**src/rtl/phy_rst_seq.sv**
```systemverilog
// PHY hardware-reset sequencer: minimum-width reset pulse, settle wait, then ready.
// Optional completed-sequence counter on rst_count is built when PHY_RST_CNT_EN is defined.
module phy_rst_seq #(
    parameter int unsigned CNT_W         = 24,
    parameter int unsigned ASSERT_CYCLES = 1250000,
    parameter int unsigned SETTLE_CYCLES = 6250000
) (
    input  logic       sys_clk,
    input  logic       rst,
    input  logic       rstn_phy_req,
    input  logic       soft_rst,
    output logic       phy_rstn,
    output logic       phy_ready,
    output logic       busy,
    output logic       seq_done,
    output logic [7:0] rst_count
);

    localparam int unsigned ST_W    = 4;
    localparam int unsigned RCNT_W  = 8;

    localparam logic [3:0] ST_HOLD   = 4'b0001;
    localparam logic [3:0] ST_ASSERT = 4'b0010;
    localparam logic [3:0] ST_SETTLE = 4'b0100;
    localparam logic [3:0] ST_READY  = 4'b1000;

    // Terminal counts; both parameters are at least 1 so the subtraction never underflows.
    localparam logic [CNT_W-1:0] ASSERT_LAST = CNT_W'(ASSERT_CYCLES - 1);
    localparam logic [CNT_W-1:0] SETTLE_LAST = CNT_W'(SETTLE_CYCLES - 1);

    logic [ST_W-1:0]  state;
    logic [ST_W-1:0]  state_nxt;
    logic [CNT_W-1:0] cnt;
    logic [CNT_W-1:0] cnt_nxt;

    logic phy_rstn_nxt;
    logic phy_ready_nxt;
    logic busy_nxt;
    logic seq_done_nxt;

    // State, interval counter and registered outputs
    always_ff @(posedge sys_clk) begin
        if (rst) begin
            state     <= ST_HOLD;
            cnt       <= '0;
            phy_rstn  <= 1'b0;
            phy_ready <= 1'b0;
            busy      <= 1'b0;
            seq_done  <= 1'b0;
        end else begin
            state     <= state_nxt;
            cnt       <= cnt_nxt;
            phy_rstn  <= phy_rstn_nxt;
            phy_ready <= phy_ready_nxt;
            busy      <= busy_nxt;
            seq_done  <= seq_done_nxt;
        end
    end

    // Next state and output decode; a dropped request overrides everything but rst
    always_comb begin
        state_nxt = state;
        cnt_nxt   = '0;

        if (!rstn_phy_req) begin
            state_nxt = ST_HOLD;
        end else begin
            case (state)
                ST_HOLD: begin
                    state_nxt = ST_ASSERT;
                end
                ST_ASSERT: begin
                    // soft_rst is ignored here so the pulse is never stretched
                    if (cnt == ASSERT_LAST) begin
                        state_nxt = ST_SETTLE;
                    end else begin
                        cnt_nxt = cnt + CNT_W'(1);
                    end
                end
                ST_SETTLE: begin
                    if (soft_rst) begin
                        state_nxt = ST_ASSERT;
                    end else if (cnt == SETTLE_LAST) begin
                        state_nxt = ST_READY;
                    end else begin
                        cnt_nxt = cnt + CNT_W'(1);
                    end
                end
                ST_READY: begin
                    if (soft_rst) begin
                        state_nxt = ST_ASSERT;
                    end
                end
                default: begin
                    state_nxt = ST_HOLD;
                end
            endcase
        end

        phy_rstn_nxt  = (state_nxt == ST_SETTLE) || (state_nxt == ST_READY);
        phy_ready_nxt = (state_nxt == ST_READY);
        busy_nxt      = (state_nxt == ST_ASSERT) || (state_nxt == ST_SETTLE);
        seq_done_nxt  = (state_nxt == ST_READY) && (state != ST_READY);
    end

`ifdef PHY_RST_CNT_EN
    logic [RCNT_W-1:0] rst_count_q;

    // Saturating count of completed sequences, cleared only by rst
    always_ff @(posedge sys_clk) begin
        if (rst) begin
            rst_count_q <= '0;
        end else if (seq_done_nxt && (rst_count_q != {RCNT_W{1'b1}})) begin
            rst_count_q <= rst_count_q + RCNT_W'(1);
        end
    end

    assign rst_count = rst_count_q;
`else
    assign rst_count = RCNT_W'(0);
`endif

endmodule
```
**config.mk**
```make
export PLATFORM = sky130hd
export DESIGN_NAME = phy_rst_seq
export DESIGN_NICKNAME = d
export VERILOG_FILES = /design/src/rtl/phy_rst_seq.sv
export SDC_FILE = /design/constraint.sdc
export NUM_CORES = 1
export LEC_CHECK = 0
export CORE_MARGIN = 5
export CORE_UTILIZATION = 45
export DETAILED_ROUTE_END_ITERATION = 8
export GPL_ROUTABILITY_DRIVEN = 0
export PLACE_DENSITY = 0.74
export SYNTH_ARGS = -nofsm -noshare
export SYNTH_HDL_FRONTEND = slang
export SYNTH_SLANG_ARGS = --single-unit
```
**constraint.sdc**
```tcl
create_clock -name sys_clk -period 2.74 [get_ports sys_clk]
set_input_delay 0.274 -clock sys_clk [delete_from_list [all_inputs] [get_ports sys_clk]]
set_output_delay 0.274 -clock sys_clk [all_outputs]
set_load 0.05 [all_outputs]
```
After elaboration in Yosys (flattened, before gate mapping)
Index checks and enable logic that the tools add are counted.
Word-level totals
  register bits: 32
  input bits: 4
  output and inout port bits: 12
  word-level logic and storage cells: 32
Operators by class
  $add $sub $neg: 1
  equality and inequality tests: 10
  muxes and demuxes: 10
  bitwise logic cells: 1
  reductions and logical operators: 4
Operator list (number)
  24-bit two-way mux: 3
  24-bit case mux with 2 select lines: 1
  24-bit by 1-bit adder with 24-bit output, second input constant: 1
  24-bit by 21-bit equality test with 1-bit output, second input constant: 1
  24-bit by 23-bit equality test with 1-bit output, second input constant: 1
  4-bit two-way mux: 5
  4-bit case mux with 4 select lines: 1
  4-bit by 2-bit equality test with 1-bit output, second input constant: 2
  4-bit by 3-bit equality test with 1-bit output, second input constant: 2
  4-bit equality test, second input constant: 2
  4-bit by 1-bit equality test with 1-bit output, second input constant: 1
  4-bit inequality test, second input constant: 1
  1-bit logical OR: 2
  2-bit OR reduction: 1
  1-bit logical AND: 1
  1-bit NOT: 1

Longest topological paths before layout
Gate-level depths: netlist (run 1).
  word-level depth: 7
  depth in mapped cells: 7
  depth with buffers taken out: 6

Worst setup path after synthesis (run 1)
OpenSTA, ideal clock, no wires.
  path type: register to register
  from: register cnt[13]
  to: register cnt[9]
  library setup time: 115 ps
  arrival time: 2253 ps
  data required time: 2625 ps
  setup slack: 373 ps
  cell stages (with the launch flop): 7
  buffers on the path: 1
  clock period less this slack: 2367 ps
  cell sequence: dfxtp_1 > or4_1 > or4_4 > o41a_1 > o21ai_4 > buf_6 > nor2_1
Between the ends
  longest elaborated chain between the ends: 4
  elaborated cells between the ends (all ways): 6
  classes of those cells: eq/ne: 2; mux: 4
Ends and longest elaborated chain
  from (decl): RTL line 33  | logic [CNT_W-1:0] cnt;
  from (signal assigned): RTL line 52  | cnt <= cnt_nxt;
  24-bit by 23-bit equality test with 1-bit output: RTL line 83  | end else if (cnt == SETTLE_LAST) begin
  24-bit two-way mux: RTL line 83
  24-bit two-way mux: RTL line 81  | if (soft_rst) begin
  24-bit case mux with 2 select lines *: RTL line 68  | case (state)
Mark *: on every way between the ends. The rest lies on a longest branch, timed or not.
A chain may end at the register's enable or synchronous reset.

Final worst setup path (run 1)
  from: register cnt[13]
  to: register cnt[5]
Same word-level chain as after synthesis.

==> results of run 1 <==
Yosys cell counts, types with 2 or more instances:
library cell                n  area share [%]
sky130_fd_sc_hd__nand2b_1   2            0.85
sky130_fd_sc_hd__nand4_1    6             2.5
sky130_fd_sc_hd__nor4b_1    3             1.8
sky130_fd_sc_hd__xnor2_1    5             3.0
sky130_fd_sc_hd__buf_6      2             1.5
sky130_fd_sc_hd__and3_1     2            0.85
sky130_fd_sc_hd__nand3_1   12             4.1
sky130_fd_sc_hd__buf_4      8             4.1
sky130_fd_sc_hd__dfxtp_1   32              43
sky130_fd_sc_hd__nor3_1     6             2.0
sky130_fd_sc_hd__nand2_1   10             2.5
sky130_fd_sc_hd__and4_1     3             1.8
sky130_fd_sc_hd__or4_4      2             1.5
sky130_fd_sc_hd__xor2_1    18              11
sky130_fd_sc_hd__nor2_1    34             8.6
sky130_fd_sc_hd__a21oi_1    5             1.7
power by group through the flow:
| stage | Clock, mW | Sequential, mW | Combinational [mW] |
|---|---|---|---|
| after CTS | 0.294 | 0.471 | 0.0453 |
| after floorplan | 0 | 0.484 | 0.0422 |
| final | 0.280 | 0.471 | 0.0455 |
| after detailed placement | 0 | 0.481 | 0.0452 |
| after global placement | 0 | 0.481 | 0.0448 |
| after global routing | 0.319 | 0.471 | 0.0481 |
flip-flops by register name, summed over array words and instances (netlist names):
| signal | cells |
|---|---|
| state | 4 |
| cnt | 24 |
| busy | 1 |
| phy_rstn | 1 |
| seq_done | 1 |
| phy_ready | 1 |
metal layers:
metal,global-route usage [%],up-vias,wire length (µm)
li1,-,579,-
met3,4.99,10,152
met1,16.6,515,1200
met4,8.86,0,85
met5,0,-,0
met2,23.3,32,1400
worst paths after layout:
check / start / cells after the start / end
max: cnt[13] / 6 / cnt[5]
min: cnt[0] / 1 / cnt[0]
min reg2reg: cnt[0] / 1 / cnt[0]
max reg2reg: cnt[13] / 6 / cnt[5]
final cells by class:
type,instances,area (µm²),area share (%)
clock buffers,7,55.1,3.37
inverters,1,3.75,0.230
clock inverters,1,7.51,0.459
flip-flops and latches,32,641,39.2
well taps,44,55.1,3.37
repair buffers,9,97.6,5.97
multi-input cells,130,776,47.4
logic make-up (layout without fill, tap and decap cells):
family | after synthesis | in the layout | synth area share [%]
compound gates | 10 | 10 | 4.99
fa+ha+maj | 1 | 1 | 0.845
xor+xnor | 23 | 23 | 13.6
other cells | 1 | 8 | 0.253
simple gates | 88 | 88 | 30.9
flops | 32 | 32 | 43.3
buf+inv | 12 | 18 | 6.09
metrics by stage:
stage / cell area [µm²] / utilization [%] / power [mW] / setup WS [ns] / hold slack [ns]
2_1_floorplan: 1510 / - / 0.526 / 0.373 / 0.430
3_3_place_gp: 1570 / 50.7 / 0.526 / 0.343 / 0.441
3_5_place_dp: 1570 / 50.7 / 0.527 / 0.293 / 0.452
4_1_cts: 1640 / 52.7 / 0.810 / 0.281 / 0.476
5_1_grt: 1640 / 52.7 / 0.838 / 0.149 / 0.493
6_report: 1640 / 52.7 / 0.796 / 0.279 / 0.473
==> run_results.csv, run 1 <==
group,metric,value,unit
setup_path,worst_reg2reg_setup_slack,0.28,ns
clock_network,cts_tree,"done",
setup_path,worstPathBufferInverterCount,1,
timing,worst-slew-pin-transition,0.901,ns
timing,rsz0062_at_grt,"no",
global_routing,grtUsageTotal,14.5,%
clock_network,clk_pin_slew,0.10,ns
clock_network,htreeDepth,2,
global_routing,grt_start_max_net_pins,25,
timing,final_setup_vio_count,0,
cells_and_area,layout_commonest_cell,"sky130_fd_sc_hd__nor2_1",
drt,final_wirelength,2.83,mm
timing,max-slew-margin-rel,39.5,%
placed_design,place.detailed.hpwl,2.06,mm
cells_and_area,drive_gt1_share,8.89,%
worst_hold_path,hold_path_class,"reg2reg",
clock_network,cts_buffers,5,
global_routing,grt_first_pass_wirelength,4.81,mm
drt,drcViolationCount,0,
pwr,power.static_leakage,0.540,nW
cells_and_area,fillerInstances,311,
drt,drtAntennaViolNets,0,
setup_path,cpMaxStageDelayCell,"sky130_fd_sc_hd__or4_4",
setup_path,cell_by_cell_trace_of_the_critical_path,"or4_1 > or4_4 > o41a_1 > o21ai_4 > buf_12 > nor2_1",
placed_design,dp.cells,216,
floorplanning,boundaryPins,16,
timing,post-route-period-util,89.8,%
synthesis,yosys_register_bits,32,
setup_path,critical_path_class,"reg2reg",
job,max_cap_violations,0,
clock_network,post_cts_resize_count,0,
setup_path,critical_path_s_top_delay_family,"simple AND/OR/NAND/NOR gates",
synthesis,synthArstFlopShare,0,%
drt,avgViaCountPerCell,5.07,
drt,drt-wirelength-per-cell,12.6,µm
synthesis,ys_warn_count,0,
global_routing,globalRoute.totalOverflow,0,
drt,route.vias.total,1136,
synthesis,synth_instances,167,
timing,hold_viol_final,0,
pwr,seq_power_share,59.1,%
clock_network,cts_buffer_depth,2,
clock_network,ctsHoldBuffers,0,
clock_network,cts_setup_buffers,0,
floorplanning,die_h,67.4,µm
global_routing,initial_antenna_violation_count,0,
synthesis,yosysSeqAreaShare,43.3,%
timing,finalSetupTns,0,ns
pwr,p_comb_share,5.7,%
pwr,p_int,0.603,mW
floorplanning,die-width,67.4,µm
synthesis,synth_flop_type,"sky130_fd_sc_hd__dfxtp_1",
status,run_status,"finished, final reports clean",
floorplanning,dieArea,4540,µm²
setup_path,worst_setup_path_start_kind,"flop",
synthesis,mappedNetlistArea,1480,µm²
setup_path,critical-path-max-stage-delay,0.54,ns
drt,initial_drc_count,41,
pwr,power.density_cell_area,487,nW/µm²
timing,final-max-slew-violation-count,0,
pwr,proportion_of_total_power_due_to_net_switching,24.2,%
timing,final.setup_skew,0.0132,ns
synthesis,synthDistinctLibCells,33,
pwr,ir_drop,273,µV
cells_and_area,syn_to_final_growth,10.5,%
setup_path,crit_path_capture_type,"flop",
placed_design,port_buffers,7,
clock_network,clkLatencyLatePin,0.34,ns
timing,post-route-min-period,2.46,ns
drt,drt_pre_antenna_iters,4,
cells_and_area,antenna-diode-count,0,
cells_and_area,commonest_cells_after_routing_fill_and_taps_aside,"sky130_fd_sc_hd__nor2_1, sky130_fd_sc_hd__dfxtp_1, sky130_fd_sc_hd__xor2_1, sky130_fd_sc_hd__nand3_1, sky130_fd_sc_hd__nand2_1",
cells_and_area,instances_no_fill,224,
global_routing,first_global_vias,1081,
timing,timing.fmax,406,MHz
clock_network,root_buffer,"sky130_fd_sc_hd__clkbuf_4",
pwr,power.share.clock,35.2,%
floorplanning,core,3100,µm²
pwr,switch_pwr,0.193,mW
synthesis,synth_edf_count,0,
setup_path,worst_ep_arrival_time,2.70,ns
cells_and_area,finalNetCount,184,
synthesis,synth.avg_cell_area,8.86,µm²
setup_path,crit_fanout,24,
floorplanning,num_rows,20,
floorplanning,floorplan.initialDensity,47.7,%
setup_path,data_required_time_at_the_worst_endpoint,2.98,ns
clock_network,clock-sinks,32,
No activity file was read; power rests on OpenSTA's default activity.
==> run 2: changes to the inputs <==
--- a/config.mk
+++ b/config.mk
@@ -5,11 +5,15 @@
 export SDC_FILE = /design/constraint.sdc
 export NUM_CORES = 1
 export LEC_CHECK = 0
+export CELL_PAD_IN_SITES_DETAIL_PLACEMENT = 0
+export CELL_PAD_IN_SITES_GLOBAL_PLACEMENT = 1
 export CORE_MARGIN = 5
-export CORE_UTILIZATION = 45
+export CORE_UTILIZATION = 42
 export DETAILED_ROUTE_END_ITERATION = 8
 export GPL_ROUTABILITY_DRIVEN = 0
-export PLACE_DENSITY = 0.74
+export GPL_TIMING_DRIVEN = 0
+export PLACE_DENSITY = 0.86
+export RECOVER_POWER = 50
 export SYNTH_ARGS = -nofsm -noshare
 export SYNTH_HDL_FRONTEND = slang
 export SYNTH_SLANG_ARGS = --single-unit
==> run 2 against run 1 <==
  * Clock skew down 0.0023 ns
  * Clock power about the same
  * Critical endpoint is now cnt[23]
  * Non-clock buffer count up 9
  * Power up 0.91%
  * Sequential power about the same
  * Die area up 6.1%
  * Critical path depth unchanged
  * Cell count up 4.9%
  * Routed wire length about the same
  * Flip-flop and latch count unchanged
==> run_results.csv, run 2 (synthesized netlist as in run 1, its figures left out) <==
group,metric,value,unit
floorplanning,num_rows,21,
cells_and_area,commonest_cells_after_routing_fill_and_taps_aside,"sky130_fd_sc_hd__nor2_1, sky130_fd_sc_hd__dfxtp_1, sky130_fd_sc_hd__xor2_1, sky130_fd_sc_hd__nand3_1, sky130_fd_sc_hd__nand2_1",
clock_network,clock-sinks,32,
timing,worst-slew-pin-transition,0.857,ns
global_routing,globalRoute.totalOverflow,0,
timing,final.setup_skew,0.0109,ns
floorplanning,dieArea,4810,µm²
setup_path,crit_fanout,10,
clock_network,htreeDepth,2,
floorplanning,die_h,69.4,µm
cells_and_area,finish.utilization,50.2,%
setup_path,worst_ep_arrival_time,2.77,ns
clock_network,post_cts_resize_count,0,
drt,drt_pre_antenna_iters,4,
cells_and_area,finalNetCount,193,
timing,rsz0062_at_grt,"no",
placed_design,port_buffers,7,
setup_path,worst_reg2reg_setup_slack,0.19,ns
setup_path,cell_by_cell_trace_of_the_critical_path,"or4_1 > or4_4 > o41a_1 > o21ai_4 > buf_6 > nor2_1",
setup_path,reg2reg_from,"cnt[4]",
cells_and_area,largest_register_ffs,24,
drt,initial_drc_count,33,
setup_path,critical_path_depth,6,
setup_path,worstPathBufferInverterCount,1,
pwr,power.static_leakage,0.593,nW
cells_and_area,fillerInstances,364,
cells_and_area,layout_commonest_cell,"sky130_fd_sc_hd__nor2_1",
global_routing,initial_antenna_violation_count,0,
drt,drcViolationCount,0,
timing,final_setup_vio_count,0,
setup_path,data_required_time_at_the_worst_endpoint,2.96,ns
pwr,ir_drop,240,µV
clock_network,cts_buffers,5,
global_routing,grtUsageTotal,12.8,%
floorplanning,core,3360,µm²
floorplanning,floorplan.initialDensity,44.0,%
timing,final-max-slew-violation-count,0,
setup_path,worst_setup_path_start_kind,"flop",
drt,drtAntennaViolNets,0,
setup_path,critical-path-max-stage-delay,0.55,ns
clock_network,root_buffer,"sky130_fd_sc_hd__clkbuf_4",
placed_design,dp_worst_setup_slack,0.200,ns
global_routing,grt_start_max_net_pins,11,
setup_path,r2r_cells,6,
clock_network,clk_pin_slew,0.09,ns
timing,post-route-period-util,93.2,%
drt,drt-wirelength-per-cell,12.0,µm
cells_and_area,drive_gt1_share,11.6,%
timing,finalSetupTns,0,ns
timing,holdWs,0.465,ns
cells_and_area,syn_to_final_growth,14.1,%
timing,hold_viol_final,0,
setup_path,critical_path_s_top_delay_family,"simple AND/OR/NAND/NOR gates",
clock_network,cts_setup_buffers,0,
clock_network,ctsHoldBuffers,0,
job,max_cap_violations,0,
setup_path,cpMaxStageDelayCell,"sky130_fd_sc_hd__or4_4",
setup_path,setup.worst_path.start,"cnt[4]",
pwr,finalPower,0.803,mW
cells_and_area,registers_with_the_highest_flip_flop_counts,"cnt: 24 flops, state: 4 flops",
global_routing,first_global_vias,1140,
floorplanning,boundaryPins,16,
clock_network,cts_buffer_depth,2,
timing,post-route-min-period,2.55,ns
timing,timing.fmax,392,MHz
drt,avgViaCountPerCell,4.93,
timing,max-slew-margin-rel,42.4,%
setup_path,critical_path_class,"reg2reg",
setup_path,crit_path_capture_type,"flop",
drt,route.vias.total,1158,
setup_path,crit_path_end,"cnt[23]",
global_routing,grt_first_pass_wirelength,5.04,mm
drt,final_wirelength,2.83,mm
clock_network,cts_tree,"done",
cells_and_area,largest_register,"cnt",
worst_hold_path,hold_path_class,"reg2reg",
floorplanning,die-width,69.4,µm
placed_design,place.detailed.hpwl,2.15,mm
pwr,power.density_cell_area,476,nW/µm²
clock_network,clkLatencyLatePin,0.33,ns
cells_and_area,antenna-diode-count,0,
status,run_status,"finished, final reports clean",
setup_path,crit-reg2reg-capture,"cnt[23]",
timing,finalWorstSetupSlack,0.186,ns
==> run 2: cell types whose count changed in the layout (fill, tap and decap cells not counted), moves of 2 or more <==
cell	previous run	this run
sky130_fd_sc_hd__dlygate4sd3_1	0	4
sky130_fd_sc_hd__clkdlybuf4s50_1	7	3
sky130_fd_sc_hd__buf_4	1	8
sky130_fd_sc_hd__clkbuf_1	1	3
sky130_fd_sc_hd__buf_6	0	2
==> run 2: power breakdown <==
group / internal (mW) / switching [mW]
Sequential: 0.468 / 0.00263
Combinational: 0.0173 / 0.0367
Clock: 0.127 / 0.152
Total: 0.612 / 0.192
==> run 2: area by class of cell <==
type	count	area [µm²]	share of cell area, %
flip-flops and latches	32	641	37.9
clock buffers	8	58.8	3.48
repair buffers	7	70.1	4.15
plain buffers	11	86.3	5.11
inverters	1	3.75	0.222
multi-input cells	130	772	45.7
well taps	46	57.6	3.41
==> run 2: through the flow <==
step                      cells  area, µm²
after CTS                   235       1690
final                       235       1690
after detailed placement    227       1630
after global routing        235       1690
after global placement      227       1630
after floorplan             174       1510
==> run 2: metal layers <==
layer  part of all wire [%]  vias to the layer above  global-route usage [%]
li1                       -                      598                       -
met1                     43                      540                    13.7
met2                     50                       14                    22.0
met4                    2.0                        0                    5.86
met3                    4.6                        6                    4.93
met5                      0                        -                       0
==> run 2: worst reg2reg max path, cell delays in order, from the launching register on <==
cell                      delay (ns)
sky130_fd_sc_hd__dfxtp_1        0.37
sky130_fd_sc_hd__or4_1          0.53
sky130_fd_sc_hd__or4_4          0.55
sky130_fd_sc_hd__o41a_1         0.49
sky130_fd_sc_hd__o21ai_4        0.26
sky130_fd_sc_hd__buf_6          0.18
sky130_fd_sc_hd__nor2_1         0.06
==> run 2: worst min-delay path by stage <==
| stage | from | end | slack [ns] | depth (start not counted) |
|---|---|---|---|---|
| 4_1_cts | cnt[0] | cnt[0] | 0.47 | 1 |
| 3_3_place_gp | cnt[0] | cnt[0] | 0.44 | 1 |
| 5_1_grt | cnt[0] | cnt[0] | 0.48 | 1 |
| 2_1_floorplan | cnt[0] | cnt[0] | 0.43 | 1 |
| 3_5_place_dp | cnt[0] | cnt[0] | 0.45 | 1 |
| 6_report | cnt[0] | cnt[0] | 0.46 | 1 |
